--- src/rtl/vid_phy_controller_gt_tx_tmdsclk_ctrl.sv ---
// Sequences TMDS-clock ratio changes for the GT TX pattern generator: disable, hold,
// swap ratio, settle, then re-enable once the transmitter reports ready.
module vid_phy_controller_gt_tx_tmdsclk_ctrl #(
    parameter int HOLD_CYCLES   = 8,
    parameter int SETTLE_CYCLES = 8,
    parameter int CNT_WIDTH     = 8
) (
    input  logic       CLK_IN,
    input  logic       RESET_N_IN,
    input  logic       REQ_IN,
    input  logic [2:0] REQ_RATIO_IN,
    output logic       ACK_OUT,
    input  logic       TX_READY_IN,
    output logic       CTRL_EN_OUT,
    output logic [2:0] CTRL_RATIO_OUT,
    output logic       BUSY_OUT,
    output logic       DONE_OUT,
    output logic       ERR_OUT,
    output logic       LOST_OUT,
    output logic [2:0] STATE_DBG_OUT
);

    typedef enum logic [2:0] {
        S_IDLE     = 3'd0,
        S_HOLD     = 3'd1,
        S_SETTLE   = 3'd2,
        S_WAIT_RDY = 3'd3,
        S_RUN      = 3'd4
    } state_t;

    localparam logic [CNT_WIDTH-1:0] HOLD_LOAD   = CNT_WIDTH'(HOLD_CYCLES - 1);
    localparam logic [CNT_WIDTH-1:0] SETTLE_LOAD = CNT_WIDTH'(SETTLE_CYCLES - 1);

    state_t               state, state_n;
    logic [CNT_WIDTH-1:0] cnt, cnt_n;
    logic [2:0]           pending_ratio, pending_ratio_n;
    logic [2:0]           ratio_n;
    logic                 ack_n, en_n, done_n, err_n, lost_n;
    logic                 accept;

    // Handshake: a request is taken when REQ_IN is high, the previous ACK has been
    // retired, and the sequencer is not in the middle of a disable/settle window.
    assign accept = REQ_IN && !ACK_OUT &&
                    (state == S_IDLE || state == S_WAIT_RDY || state == S_RUN);

    always_ff @(posedge CLK_IN or negedge RESET_N_IN) begin
        if (!RESET_N_IN) begin
            state          <= S_IDLE;
            cnt            <= '0;
            pending_ratio  <= 3'd0;
            ACK_OUT        <= 1'b0;
            CTRL_EN_OUT    <= 1'b0;
            CTRL_RATIO_OUT <= 3'd0;
            DONE_OUT       <= 1'b0;
            ERR_OUT        <= 1'b0;
            LOST_OUT       <= 1'b0;
        end else begin
            state          <= state_n;
            cnt            <= cnt_n;
            pending_ratio  <= pending_ratio_n;
            ACK_OUT        <= ack_n;
            CTRL_EN_OUT    <= en_n;
            CTRL_RATIO_OUT <= ratio_n;
            DONE_OUT       <= done_n;
            ERR_OUT        <= err_n;
            LOST_OUT       <= lost_n;
        end
    end

    always_comb begin
        state_n         = state;
        cnt_n           = cnt;
        pending_ratio_n = pending_ratio;
        en_n            = CTRL_EN_OUT;
        ratio_n         = CTRL_RATIO_OUT;
        done_n          = 1'b0;
        err_n           = 1'b0;
        lost_n          = 1'b0;

        if (!REQ_IN)
            ack_n = 1'b0;
        else
            ack_n = ACK_OUT || accept;

        // An accepted request pre-empts any ready-driven transition on the same edge.
        if (accept) begin
            if (REQ_RATIO_IN <= 3'd5) begin
                pending_ratio_n = REQ_RATIO_IN;
                en_n            = 1'b0;
                cnt_n           = HOLD_LOAD;
                state_n         = S_HOLD;
            end else begin
                err_n = 1'b1;
            end
        end else begin
            case (state)
                S_HOLD: begin
                    if (cnt == '0) begin
                        ratio_n = pending_ratio;
                        if (pending_ratio == 3'd0) begin
                            done_n  = 1'b1;
                            state_n = S_IDLE;
                        end else begin
                            cnt_n   = SETTLE_LOAD;
                            state_n = S_SETTLE;
                        end
                    end else begin
                        cnt_n = cnt - 1'b1;
                    end
                end
                S_SETTLE: begin
                    if (cnt == '0)
                        state_n = S_WAIT_RDY;
                    else
                        cnt_n = cnt - 1'b1;
                end
                S_WAIT_RDY: begin
                    if (TX_READY_IN) begin
                        en_n    = 1'b1;
                        done_n  = 1'b1;
                        state_n = S_RUN;
                    end
                end
                S_RUN: begin
                    // Ratio is kept so the enable comes back by itself once ready returns.
                    if (!TX_READY_IN) begin
                        en_n    = 1'b0;
                        lost_n  = 1'b1;
                        state_n = S_WAIT_RDY;
                    end
                end
                default: ;
            endcase
        end
    end

    assign BUSY_OUT      = (state == S_HOLD) || (state == S_SETTLE) || (state == S_WAIT_RDY);
    assign STATE_DBG_OUT = state;

endmodule
--- config.mk ---
export PLATFORM = sky130hd
export DESIGN_NAME = vid_phy_controller_gt_tx_tmdsclk_ctrl
export DESIGN_NICKNAME = d
export VERILOG_FILES = /design/src/rtl/vid_phy_controller_gt_tx_tmdsclk_ctrl.sv
export SDC_FILE = /design/constraint.sdc
export NUM_CORES = 1
export LEC_CHECK = 0
export ABC_AREA = 1
export ABC_CLOCK_PERIOD_IN_PS = 2850
export CAP_MARGIN = 25
export CORE_ASPECT_RATIO = 0.6
export CORE_MARGIN = 5
export CORE_UTILIZATION = 30
export CTS_CLUSTER_DIAMETER = 80
export CTS_CLUSTER_SIZE = 24
export DETAILED_ROUTE_END_ITERATION = 12
export GPL_TIMING_DRIVEN = 0
export PLACE_DENSITY = 0.55
export REMOVE_ABC_BUFFERS = 1
export SLEW_MARGIN = 30
export SYNTH_ARGS = -nofsm -noshare
export SYNTH_HDL_FRONTEND = slang
export SYNTH_SLANG_ARGS = --single-unit
export TNS_END_PERCENT = 20
--- constraint.sdc ---
create_clock -name CLK_IN -period 2.85 [get_ports CLK_IN]
set_input_delay 0.4275 -clock CLK_IN [delete_from_list [all_inputs] [get_ports CLK_IN]]
set_output_delay 0.4275 -clock CLK_IN [all_outputs]
set_load 0.005 [all_outputs]
==> results.toml <==
[grt]
antenna_found_initial = 0
gr-usage-all-layers_pct = 11.2
grt_pass1_vias = 1018
overflow = 0
grt_max_degree = 23
grt_pass1_wl_um = 4910

[pwr]
leakage_nw = 0.796
power_density_nw_per_um2 = 1080
ir_worst_vdd_uv = 471

[timing]
tightest_slew_ns = 0.523
min_period_over_period_pct = 70.5
setup_tns_ns = 0
period_needed_ns = 2.01
rsz0062_at_grt = "false"
worst_slew_margin_rel_pct = 65.1
hold_viol = 0
setup_viol = 0
fmax_mhz = 498
worst_clock_skew_ns = 0.00275
timing.final.max_slew_violations = 0

[die]
die_h_um = 60.4
dieWidth_um = 94.0
core_um2 = 4100
start_util_pct = 31.0
core.rowCount = 18
io_pins = 19
die_area_um2 = 5680

[critical_path]
rr_startpoint = "cnt[0]"
end_kind = "output port"
critPathSlowestCell = "clkdlybuf4s50_1"
cp_top_family = "buffers and inverters"
cp_num_buf_inv = 3
crit_top_cell = "inv_1"
path_cells = "nor2_1 > inv_1 > nand2_1 > inv_1 > clkdlybuf4s50_1"
cp.arrival_ns = 1.58
max_stage_delay_ns = 0.49
critical_path_class = "flop to output port"
cp_max_fo = 7
crit_start = "STATE_DBG_OUT[0]"
start_kind = "flop"
crit_required_ns = 2.42

[place]
place_hpwl_um = 2110
globalplace.congestion = 0.809
io_buffer_count = 18
dpl_cell_area_um2 = 1510

[logic_synthesis]
synth.distinct_cells = 22
synth_top_family_by_area = "simple AND/OR/NAND/NOR gates"
synth-simple-area-share_pct = 34.4
ys_seq_elements = 22
yosysSeqAreaShare_pct = 43.3
postSynthCellCount = 167
yosysWarnings = 0
synth-compound-area-share_pct = 8.66
synth_edf_count = 0
syn_area_per_cell_um2 = 7.61
synth_top_area_share_pct = 43.3
synth.area.mux_share_pct = 0
yosys.area_share.adder_pct = 1.97
yosysMostFrequentCell = "nand2_1"
synthTopCellsByCount = "nand2_1 (45), inv_1 (27), dfrtp_1 (22), nand3_1 (17), nor2_1 (14)"
ys_async_sr_fraction_pct = 100
syn_area_um2 = 1270
synth_ff_type = "dfrtp_1"
yosysTopAreaCell = "dfrtp_1"
yosys-top-cells-area = "dfrtp_1 (43%), nand2_1 (13%), inv_1 (8.0%)"
synth_xor_area_share_pct = 2.76

[detailed_routing]
ant_nets = 0
wl_um = 2810
vias = 1040
viasPerCell = 4.21
routedWlPerCell_um = 11.4
route.detailed.drc = 0
dr.pass1.iters = 4
dr.first_iter.drc_count = 50

[clocking]
tritoncts = "yes"
clockRootBuffer = "clkbuf_8"
cts_inserted_buffers = 3
clock-sinks = 22
clk_pin_slew_ns = 0.08
postCtsSetupBuffers = 0
clk_latency_ns = 0.27
post_cts_resized = 0
htree_levels = 1
cts_buffer_depth = 2
postCtsHoldBufs = 0

[finish]
fillers = 437
stdcell_area_um2 = 1550
post-route-util_pct = 37.9
drive_gt1_share_pct = 9.09
area_growth_syn_to_layout_pct = 22.0
antenna_cells = 0
multi_input_area_um2 = 608
regArea_um2 = 551
nets = 198

[min_path]
hold_class = "input port to async pin"

[status]
status = "completed"

[job]
maxCapViolCount = 0
[worst reg2reg max path, cell delays in order, from the launching register on]
cell	delay, ns
dfrtp_1	0.40
inv_1	0.10
ha_1	0.18
nand3_1	0.13
o21ai_2	0.34
nand2_1	0.18
o21ai_0	0.20
nand2_1	0.07
[flip-flops by register name (all words and copies together), names as in the netlist]
signal / cells
STATE_DBG_OUT: 3
ACK_OUT: 1
pending_ratio: 3
DONE_OUT: 1
CTRL_RATIO_OUT: 3
CTRL_EN_OUT: 1
ERR_OUT: 1
LOST_OUT: 1
cnt: 8
[cell usage in the layout, fill, tap and decap left out, types with 2 or more instances in the layout]
| cell type | instances |
|---|---|
| a21oi_1 | 4 |
| clkbuf_8 | 3 |
| clkdlybuf4s50_1 | 17 |
| dfrtp_1 | 22 |
| ha_1 | 2 |
| inv_1 | 27 |
| nand2_1 | 45 |
| nand2_4 | 3 |
| nand3_1 | 17 |
| nand3_2 | 2 |
| nor2_1 | 14 |
| nor2_2 | 3 |
| nor3_1 | 2 |
| o21ai_0 | 10 |
| o21ai_1 | 3 |
| o21ai_2 | 2 |
| xor2_1 | 4 |
[area by class of cell]
class / count / area share, %
inverters: 27 / 6.53
well taps: 60 / 4.84
flip-flops and latches: 22 / 35.5
multi-input cells: 117 / 39.2
clock buffers: 3 / 2.66
repair buffers: 18 / 11.3
[cells by family after synthesis]
family / count (synthesis)
compound gates: 20
xor+xnor: 4
fa+ha+maj: 2
buf+inv: 28
flops: 22
simple gates: 91
[report_power, final]
group	leakage, nW	switching, mW	total [mW]	internal (mW)
Sequential	0.279	0.0976	0.535	0.437
Clock	0.0216	0.104	0.199	0.0947
Combinational	0.495	0.569	0.939	0.370
Total	0.796	0.770	1.67	0.902
[through the flow]
| stage | total power, mW | setup WS, ns | instances | hold WS [ns] |
|---|---|---|---|---|
| floorplan | 1.18 | 1.45 | 166 | 0.132 |
| global placement | 1.48 | 0.966 | 244 | 0.471 |
| detailed placement | 1.48 | 0.933 | 244 | 0.436 |
| CTS | 1.69 | 0.818 | 247 | 0.138 |
| global route | 1.85 | 0.737 | 247 | 0.166 |
| finish | 1.67 | 0.842 | 247 | 0.128 |
[final timing paths]
| path | endpoint | slack (ns) | depth (start not counted) |
|---|---|---|---|
| worst max-delay path | BUSY_OUT | 0.84 | 5 |
| worst min-delay path | CTRL_RATIO_OUT[1] | 0.13 | 1 |
| max in group asynchronous | pending_ratio[1] | 2.38 | 1 |
| worst max register to register | STATE_DBG_OUT[0] | 1.14 | 7 |
| worst min register to register | CTRL_EN_OUT | 0.49 | 2 |
| min in group CLK_IN | CTRL_EN_OUT | 0.49 | 2 |
[routing by layer]
metal  up-vias  track usage [%]  wire length (um)
li1        566                -                 -
met1       450             17.3              1670
met2        21             14.3               944
met3         3             4.46               164
met4         0             2.47                22
met5         -                0                 0
Note: power is estimated with default switching activity, not from simulation.
